[src/rtl/vdp_cpu_bus_bridge.sv]
// Host CPU port to VDP register-port bridge: strobe sync and glitch filter, write FIFO, REQ/ACK drain.
// Optional VDP_BRIDGE_STATS_EN adds saturating write/read/drop counters.
module vdp_cpu_bus_bridge #(
    parameter int unsigned SYNC_STAGES = 2,
    parameter int unsigned FILTER_LEN  = 3,
    parameter int unsigned ADDR_W      = 2,
    parameter int unsigned FIFO_DEPTH  = 4,
    parameter int unsigned ACK_TIMEOUT = 64
) (
    input  logic                        clk_w,
    input  logic                        reset_n_w,
    input  logic                        csr_n,
    input  logic                        csw_n,
    input  logic [ADDR_W-1:0]           mode,
    input  logic [7:0]                  cd_in,
    output logic [7:0]                  cd_out,
    output logic                        cd_oe,
    output logic                        vdp_req,
    output logic                        vdp_wrt,
    output logic [ADDR_W-1:0]           vdp_adr,
    output logic [7:0]                  vdp_dbo,
    input  logic [7:0]                  vdp_dbi,
    input  logic                        vdp_ack,
    output logic [$clog2(FIFO_DEPTH):0] fifo_level,
    output logic [2:0]                  err_flags
`ifdef VDP_BRIDGE_STATS_EN
    ,
    output logic [15:0]                 wr_count,
    output logic [15:0]                 rd_count,
    output logic [15:0]                 drop_count
`endif
);

    localparam int unsigned PTR_W = $clog2(FIFO_DEPTH);
    localparam int unsigned LVL_W = PTR_W + 1;
    localparam int unsigned CNT_W = $clog2(FILTER_LEN + 1);
    localparam int unsigned TMO_W = $clog2(ACK_TIMEOUT + 1);

    typedef enum logic [1:0] {ST_IDLE, ST_WR, ST_RD} state_t;

    typedef struct packed {
        logic [ADDR_W-1:0] adr;
        logic [7:0]        dat;
    } wr_entry_t;

    // Index 0 = read strobe, index 1 = write strobe.
    logic [1:0]             w_raw;
    logic [SYNC_STAGES-1:0] r_sync [2];
    logic [CNT_W-1:0]       r_fcnt [2];
    logic [1:0]             r_flt;
    logic [1:0]             w_flip;
    logic [1:0]             w_flt_nxt;

    wr_entry_t              r_mem [FIFO_DEPTH];
    logic [PTR_W-1:0]       r_wp;
    logic [PTR_W-1:0]       r_rp;
    logic [LVL_W-1:0]       r_level;
    wr_entry_t              w_head;

    state_t                 r_state;
    logic [TMO_W-1:0]       r_tmo;
    logic                   r_rd_pend;
    logic [ADDR_W-1:0]      r_rd_adr;
    logic [2:0]             r_err;

    logic w_wr_fall, w_rd_fall, w_coll, w_push_req, w_rd_set, w_full;
    logic w_push, w_ovf, w_tmo_hit, w_pop, w_rd_done, w_rd_clr, w_tmo_evt;

    assign w_raw = {csw_n, csr_n};

    // Filtered level flips on the FILTER_LEN-th consecutive differing synced sample.
    always_comb begin
        w_flip    = '0;
        w_flt_nxt = r_flt;
        for (int i = 0; i < 2; i++) begin
            w_flip[i]    = (r_sync[i][SYNC_STAGES-1] != r_flt[i]) &&
                           (r_fcnt[i] == CNT_W'(FILTER_LEN - 1));
            w_flt_nxt[i] = r_flt[i] ^ w_flip[i];
        end
    end

    always_ff @(posedge clk_w or negedge reset_n_w) begin
        if (!reset_n_w) begin
            for (int i = 0; i < 2; i++) begin
                r_sync[i] <= '1;
                r_fcnt[i] <= '0;
            end
            r_flt <= 2'b11;
        end else begin
            for (int i = 0; i < 2; i++) begin
                r_sync[i] <= {r_sync[i][SYNC_STAGES-2:0], w_raw[i]};
                if (r_sync[i][SYNC_STAGES-1] == r_flt[i] || w_flip[i]) begin
                    r_fcnt[i] <= '0;
                end else begin
                    r_fcnt[i] <= r_fcnt[i] + CNT_W'(1);
                end
            end
            r_flt <= w_flt_nxt;
        end
    end

    // A strobe falling while the other strobe is (or becomes) low is a collision.
    assign w_wr_fall  = w_flip[1] & ~w_flt_nxt[1];
    assign w_rd_fall  = w_flip[0] & ~w_flt_nxt[0];
    assign w_coll     = (w_wr_fall | w_rd_fall) & ~w_flt_nxt[0] & ~w_flt_nxt[1];
    assign w_push_req = w_wr_fall & w_flt_nxt[0];
    assign w_rd_set   = w_rd_fall & w_flt_nxt[1];
    assign w_full     = (r_level == LVL_W'(FIFO_DEPTH));
    assign w_push     = w_push_req & ~w_full;
    assign w_ovf      = w_push_req & w_full;
    assign w_head     = r_mem[r_rp];

    assign w_tmo_hit  = (r_tmo == TMO_W'(ACK_TIMEOUT - 1));
    assign w_pop      = (r_state == ST_WR) & (vdp_ack | w_tmo_hit);
    assign w_rd_done  = (r_state == ST_RD) & vdp_ack;
    assign w_rd_clr   = (r_state == ST_RD) & (vdp_ack | w_tmo_hit);
    assign w_tmo_evt  = (r_state != ST_IDLE) & ~vdp_ack & w_tmo_hit;

    always_ff @(posedge clk_w or negedge reset_n_w) begin
        if (!reset_n_w) begin
            for (int i = 0; i < FIFO_DEPTH; i++) r_mem[i] <= '0;
            r_wp    <= '0;
            r_rp    <= '0;
            r_level <= '0;
        end else begin
            if (w_push) begin
                r_mem[r_wp] <= '{adr: mode, dat: cd_in};
                r_wp        <= r_wp + PTR_W'(1);
            end
            if (w_pop) r_rp <= r_rp + PTR_W'(1);
            r_level <= r_level + LVL_W'(w_push) - LVL_W'(w_pop);
        end
    end

    // Drain FSM: queued writes always go out before a pending read.
    always_ff @(posedge clk_w or negedge reset_n_w) begin
        if (!reset_n_w) begin
            r_state   <= ST_IDLE;
            r_tmo     <= '0;
            r_rd_pend <= 1'b0;
            r_rd_adr  <= '0;
            r_err     <= '0;
            vdp_req   <= 1'b0;
            vdp_wrt   <= 1'b0;
            vdp_adr   <= '0;
            vdp_dbo   <= '0;
            cd_out    <= 8'hFF;
        end else begin
            r_err <= r_err | {w_tmo_evt, w_coll, w_ovf};
            if (w_rd_set) begin
                r_rd_pend <= 1'b1;
                r_rd_adr  <= mode;
            end else if (w_rd_clr) begin
                r_rd_pend <= 1'b0;
            end
            case (r_state)
                ST_IDLE: begin
                    r_tmo <= '0;
                    if (r_level != '0) begin
                        r_state <= ST_WR;
                        vdp_req <= 1'b1;
                        vdp_wrt <= 1'b1;
                        vdp_adr <= w_head.adr;
                        vdp_dbo <= w_head.dat;
                    end else if (r_rd_pend) begin
                        r_state <= ST_RD;
                        vdp_req <= 1'b1;
                        vdp_wrt <= 1'b0;
                        vdp_adr <= r_rd_adr;
                        vdp_dbo <= '0;
                    end
                end
                ST_WR, ST_RD: begin
                    if (vdp_ack || w_tmo_hit) begin
                        if (r_state == ST_RD && vdp_ack) cd_out <= vdp_dbi;
                        r_state <= ST_IDLE;
                        r_tmo   <= '0;
                        vdp_req <= 1'b0;
                        vdp_wrt <= 1'b0;
                    end else begin
                        r_tmo <= r_tmo + TMO_W'(1);
                    end
                end
                default: begin
                    r_state <= ST_IDLE;
                    vdp_req <= 1'b0;
                end
            endcase
        end
    end

    assign cd_oe      = ~csr_n;
    assign fifo_level = r_level;
    assign err_flags  = r_err;

`ifdef VDP_BRIDGE_STATS_EN
    logic [15:0] r_wr_cnt, r_rd_cnt, r_drop_cnt;
    logic [1:0]  w_drop_n;
    logic [16:0] w_drop_sum;

    assign w_drop_n   = 2'(w_ovf) + 2'(w_coll) + 2'(w_tmo_evt);
    assign w_drop_sum = 17'(r_drop_cnt) + 17'(w_drop_n);

    // Saturating activity counters.
    always_ff @(posedge clk_w or negedge reset_n_w) begin
        if (!reset_n_w) begin
            r_wr_cnt   <= '0;
            r_rd_cnt   <= '0;
            r_drop_cnt <= '0;
        end else begin
            if (w_push && r_wr_cnt != 16'hFFFF) r_wr_cnt <= r_wr_cnt + 16'd1;
            if (w_rd_done && r_rd_cnt != 16'hFFFF) r_rd_cnt <= r_rd_cnt + 16'd1;
            r_drop_cnt <= w_drop_sum[16] ? 16'hFFFF : w_drop_sum[15:0];
        end
    end

    assign wr_count   = r_wr_cnt;
    assign rd_count   = r_rd_cnt;
    assign drop_count = r_drop_cnt;
`endif

endmodule

[config.mk]
export PLATFORM = sky130hd
export DESIGN_NAME = vdp_cpu_bus_bridge
export DESIGN_NICKNAME = d
export VERILOG_FILES = /design/src/rtl/vdp_cpu_bus_bridge.sv
export SDC_FILE = /design/constraint.sdc
export NUM_CORES = 1
export LEC_CHECK = 0
export CAP_MARGIN = 20
export CORE_MARGIN = 3
export CORE_UTILIZATION = 45
export CTS_BUF_LIST = sky130_fd_sc_hd__clkbuf_4 sky130_fd_sc_hd__clkbuf_8 sky130_fd_sc_hd__clkbuf_16
export CTS_CLUSTER_DIAMETER = 100
export DETAILED_ROUTE_END_ITERATION = 8
export PLACE_DENSITY = 0.69
export SLEW_MARGIN = 20
export SYNTH_ARGS = -nofsm -noshare
export SYNTH_HDL_FRONTEND = slang
export SYNTH_SLANG_ARGS = --single-unit
[constraint.sdc]
create_clock -name clk_w -period 2.48 [get_ports clk_w]
set_input_delay 0.496 -clock clk_w [delete_from_list [all_inputs] [get_ports clk_w]]
set_output_delay 0.496 -clock clk_w [all_outputs]
set_load 0.02 [all_outputs]
* Word level (Yosys, flattened, before mapping)
Index checks and enable logic that the tools add are counted.
** Operators by class
- $add $sub $neg :: 7
- Order comparisons :: 3
- Eq/ne operators :: 12
- Mux-type cells :: 27
- Bitwise gates (word level) :: 24
- Reductions and logical operators :: 18
** Operators with widths (number)
- $bwmux 40 :: 1
- $mux 10 :: 3
- $bmux 10 s2 :: 1
- $demux 10 s2 :: 1
- $mux 8 :: 2
- $mux 2 :: 7
- $pmux 7 s2 :: 1
- $and 1x1->1 :: 12
- $add 2x1->2 const B :: 4
- $reduce_bool 2->1 :: 4
- $add 7x1->7 const B :: 1
- $eq 7x6->1 const B :: 1
- $mux 1 :: 7
- $mux 7 :: 1
- $eq 2x2->1 const B :: 3
- $ge 3x3->1 const B :: 2
- $not 2->3 :: 2
- $reduce_and 3->1 :: 2
- $not 1->1 :: 5
- $logic_and 1x1->1 :: 4
- $pmux 1 s2 :: 2
- $pmux 2 s2 :: 1
- $reduce_and 2->1 :: 2
- $add 3x1->3 :: 1
- 15 further kinds :: 21
** Word-level totals
- Bits in registers :: 92
- Bits of input ports :: 23
- Output and inout port bits :: 27
- Word-level logic and storage cells :: 117

* Longest topological paths before layout
- Depth after elaboration :: 9
- Mapped depth :: 12
- Depth with buffers taken out :: 12

* Worst setup path after synthesis
Ideal clock, no wire load.
- Kind :: register to register
- From :: register r_fcnt[0] (netlist bit)
- To :: register r_level[2], in the netlist fifo_level[2]
- Setup time :: 0.135 ns
- Arrival :: 2.349 ns
- Required time :: 2.345 ns
- Slack :: -0.004 ns
- Stages on the path, launching flop included :: 13
- Path buffers :: 0
- Clock period less this slack :: 2.484 ns
- Path through :: dfrtp_1 -> inv_1 -> ha_1 -> nand3b_1 -> a211oi_4 -> inv_1 -> ha_1 -> inv_1 -> ha_1 -> inv_1 -> fa_1 -> xnor2_1 -> xnor2_1
** Between the ends
- Cells in the longest elaborated chain, start to end :: 9
** Ends and longest elaborated chain
- start: declaration :: RTL line 49 : logic [CNT_W-1:0] r_fcnt [2];
- start signal: indexed assignment :: RTL line 95 : r_fcnt[i] <= r_fcnt[i] + CNT_W'(1);
- $eq 2x2->1 (*) :: RTL line 77 : (r_fcnt[i] == CNT_W'(FILTER_LEN - 1));
- $logic_and 1x1->1 (*) :: RTL line 76 : w_flip[i] = (r_sync[i][SYNC_STAGES-1] != r_flt[i]) &&
- $xor 1x1->1 :: RTL line 78 : w_flt_nxt[i] = r_flt[i] ^ w_flip[i];
- $not 1->1 :: RTL line 103 : assign w_wr_fall = w_flip[1] & ~w_flt_nxt[1];
- $and 1x1->1 (*) :: RTL line 103
- $and 1x1->1 (*) :: RTL line 106 : assign w_push_req = w_wr_fall & w_flt_nxt[0];
- $and 1x1->1 (*) :: RTL line 109 : assign w_push = w_push_req & ~w_full;
- $add 3x1->3 (*) :: RTL line 131 : r_level <= r_level + LVL_W'(w_push) - LVL_W'(w_pop);
- $sub 3x1->3 (*) :: RTL line 131
- end signal: assignment :: RTL line 131
- end: declaration :: RTL line 57 : logic [LVL_W-1:0] r_level;
Mark *: on every way between the ends. The rest lies on a longest branch, timed or not.
A chain may end at the register's enable or synchronous reset.

* Worst setup path in the final report
Ends and elaborated chain as after synthesis.

==> results by stage <==
STA:
- The hold violation count in the final report is 0.
- The max-slew violation count is 0.
- Of the available clock period, the critical path in the final layout requires 94.8%.
- The worst-margin pin slew is between 0.5 and 0.6 ns.
- After routing, the total negative slack on setup checks comes to 0 ns.
- Static timing analysis puts the maximum clock frequency at roughly 430 MHz.
- Between clock sinks in the finished design, the worst skew comes to 0.00797 ns.
- In this run the tightest slew margin relative to its limit is 64.1%.
- The final count of negative-setup-slack endpoints is 0.
- Setup repair after global routing could not meet its margin everywhere.
- The routed design could run at a clock period as short as ~2.4 ns.

Yosys:
- Averaged over all synthesized cells, the footprint is 13.8 µm².
- The cell area after technology mapping is between 4000 and 5000 µm².
- The share of synthesized area in the top cell type comes to between 40% and 50%.
- The commonest cells after synthesis are sky130_fd_sc_hd__dfrtp_1, sky130_fd_sc_hd__mux2_2, sky130_fd_sc_hd__dfstp_2, sky130_fd_sc_hd__inv_1.
- The fraction of registers with async set/reset is between 90% and 100%.
- The number of enable-type register cells in the synthesized netlist is 0.
- The biggest area contributor in the post-synthesis netlist is sky130_fd_sc_hd__dfrtp_1.
- By instance count, the leading cell after synthesis is sky130_fd_sc_hd__dfrtp_1.
- By area the synthesized netlist is led by sky130_fd_sc_hd__dfrtp_1, sky130_fd_sc_hd__mux2_2, sky130_fd_sc_hd__dfstp_2.
- For this run, the leading register cell type out of synthesis is sky130_fd_sc_hd__dfrtp_1.
- The count of warnings emitted by yosys is 0.
- The part of the Yosys area used for sequential elements is 57.8%.
- Counting every instance in the synthesized netlist gives 290.
- After synthesis the netlist holds a flip-flop and latch count of slightly above 90.
- The synthesized netlist net count is approximately 330.
- The number of distinct library cell variants in the gate-level netlist after synthesis is 40.

Clocking:
- The clock latency reported for the late side of the worst-skew pair is ~0.36 ns.
- The clock root buffer master is sky130_fd_sc_hd__clkbuf_8.
- The largest buffer count on any clock path is 2.
- The H-tree was split into 3 levels.
- The clock input transition at the sequential cells of the worst setup and hold paths is 0.08 ns.
- The TritonCTS clock tree is yes.
- The number of buffers added by the clock tree synthesis step is 9.
- The clock sink total is 92.

Power:
- The leakage power is 0.00212 µW.
- The total power density per cell area is 1120 nW/µm².
- IR analysis of the VDD net gives a maximum drop of ~470 µV.

Floorplanning:
- The height of the chip is approximately 100 µm.
- The initial core utilization is a little under half.
- After floorplanning, the core was sized to cover around 8400 µm².
- The total I/O pin count is 50.
- The die outline width is roughly 100 µm.
- The site row count is 33.
- The floorplan step defined a die boundary enclosing between 10000 and 15000 µm².

Setup path:
- Along the worst path, the maximum fanout reaches 2.
- The worst path required time is ~2.8 ns.
- The worst stage delay on the critical path is ~0.4 ns.
- The slowest stage of the critical path is the sky130_fd_sc_hd__dfrtp_1 cell.
- At the worst endpoint, the arrival time is approximately 2.6 ns.
- The cell that appears most often on the critical path is sky130_fd_sc_hd__inv_1.
- The worst setup path is launched from a register.
- The worst setup path is of the reg -> reg kind.
- Traced cell by cell, the critical path runs through inv_1, ha_2, nand3b_1, a211oi_4, inv_1, ha_1, inv_1, ha_1, inv_1, fa_2, xnor2_2, xnor2_1.
- The worst setup path is captured at a register.

Detailed routing:
- For this block, the initial DRC count from the detailed router was between 70 and 80.
- The number of vias per cell is ~5.3.
- The per-cell routed wire length is between 15 and 20 µm.
- The overall via count from detail_route is about 2500.
- After detailed routing, the total wire length is ~7.7 mm.
- The post-detailed-route count of antenna-violating nets is 0.
- The first detailed-routing pass ran for 4 iterations.
- After detailed routing, the number of remaining DRC violations is 0.

Outcome:
- The run finished with clean final reports.

Layout:
- The number of antenna repair diodes is 0.
- The layout-stage area growth over the synthesis result is 23.7%.
- The share of cells above drive strength 1 is about 34%.
- The final standard cell utilization of the core is about three fifths.
- The net count of the finished layout is approximately 400.

GRT:
- The maximum number of pins on one net before global-route repair is roughly 50.
- The number of antenna violations at the first check in global routing is 0.
- The global-route wire length before repair is about 13 mm.
- Summed over all layers, the global routing overflow is 0.
- Across every metal layer, demand over resource in global routing totals roughly 17%.
- The via count of the first global-routing pass is about 2600.

Place:
- The number of buffer cells added on primary ports is 49.
- The global placer's final weighted congestion is between 0.7 and 0.8.
- The total half-perimeter wirelength after legalization and detailed placement is 5.22 mm.

Run:
- The number of max-cap violations is 0.

Worst hold path:
- The worst hold path belongs to the class reg -> reg.
critical path, delay by kind of cell (launching register included):
kind                       cells  cell delay (ns)
AOI/OAI and AO/OA              1             0.25
xor gates and xnor gates       2             0.34
adders and majority gates      4             0.92
buffers and inverters          4             0.24
DFF                            1             0.39
and+or+nand+nor                1             0.15
routing by layer:
layer  up-vias  routed length, µm  global-route usage (%)
met1      1271               3530                    22.2
met2        49               3710                    26.7
li1       1177                  -                       -
met4         0                 59                    3.73
met5         -                  0                       0
met3        10                366                    4.86
cells in the final DEF, fill, tap and decap left out, types with 7 or more instances in the layout:
cell type,count
sky130_fd_sc_hd__dfrtp_1,78
sky130_fd_sc_hd__mux2_2,51
sky130_fd_sc_hd__clkdlybuf4s50_1,48
sky130_fd_sc_hd__buf_4,16
sky130_fd_sc_hd__inv_1,14
sky130_fd_sc_hd__dfstp_2,14
sky130_fd_sc_hd__a21oi_1,13
sky130_fd_sc_hd__nand2_1,12
sky130_fd_sc_hd__nor2_1,11
sky130_fd_sc_hd__ha_1,11
sky130_fd_sc_hd__mux4_2,10
sky130_fd_sc_hd__clkbuf_8,9
sky130_fd_sc_hd__nand3_1,8
sky130_fd_sc_hd__a32o_1,8
sky130_fd_sc_hd__o21ai_0,7
layout make-up:
type | instances | area [µm²]
clock buffer | 10 | 131
clock inverter | 6 | 63.8
fill | 710 | 3460
inverter | 14 | 52.6
multi-input combinational | 177 | 1630
sequential | 92 | 2320
tap | 105 | 131
timing repair buffer | 66 | 631
stage by stage:
step | std cells | setup WS (ns) | power (µW) | hold WS [ns] | cell area (µm²)
2_1_floorplan | 290 | 0.00590 | 3730 | 0.200 | 4020
3_3_place_gp | 449 | -0.0638 | 4490 | 0.347 | 4710
3_5_place_dp | 449 | -0.164 | 4560 | 0.347 | 4710
4_1_cts | 466 | 0.0210 | 5580 | 0.358 | 4920
5_1_grt | 470 | -0.0732 | 5940 | 0.362 | 4960
6_report | 470 | 0.130 | 5550 | 0.360 | 4960
worst paths after layout:
path / from / to / slack [ns] / cells after the start
max: r_fcnt[0] / fifo_level[2] / 0.13 / 12
min: r_sync[0] / r_sync[1] / 0.36 / 0
max reg2reg: r_fcnt[0] / fifo_level[2] / 0.13 / 12
min reg2reg: r_sync[0] / r_sync[1] / 0.36 / 0
max in group asynchronous: reset_n_w / cd_out[7] / 1.28 / 3
min in group asynchronous: reset_n_w / r_fcnt[2] / 0.55 / 2
sequential cells by signal, indices dropped and copies added, names as in the netlist:
name        cells
r_mem          40
r_rp            2
r_wp            2
vdp_dbo         8
fifo_level      3
r_tmo           7
err_flags       3
r_rd_adr        2
vdp_adr         2
vdp_req         1
r_fcnt          4
r_state         2
vdp_wrt         1
r_flt           2
r_rd_pend       1
cd_out          8
r_sync          4
report_power, final:
group,leakage [µW],switching (µW),internal (µW)
registers,0.00109,321,2020
clock network,0.0000961,524,477
logic,0.000933,1030,1180
total,0.00212,1870,3680
kinds of logic after synthesis:
| group | share of synthesized area [%] |
|---|---|
| flops | 57.8 |
| mux | 20.2 |
| simple gates | 6.74 |
| compound gates | 7.17 |
| buf+inv | 2.03 |
| fa+ha+maj | 4.55 |
| xor+xnor | 1.53 |
timing repair:
action                                  4_1_cts  5_1_grt
endpoints found under the setup margin        0        1
hold buffers                                  1        0
gates resized for setup                       0        4
hold endpoints to repair                      9        0
buffers inserted                              0        4
No activity file was read; power rests on OpenSTA's default activity.
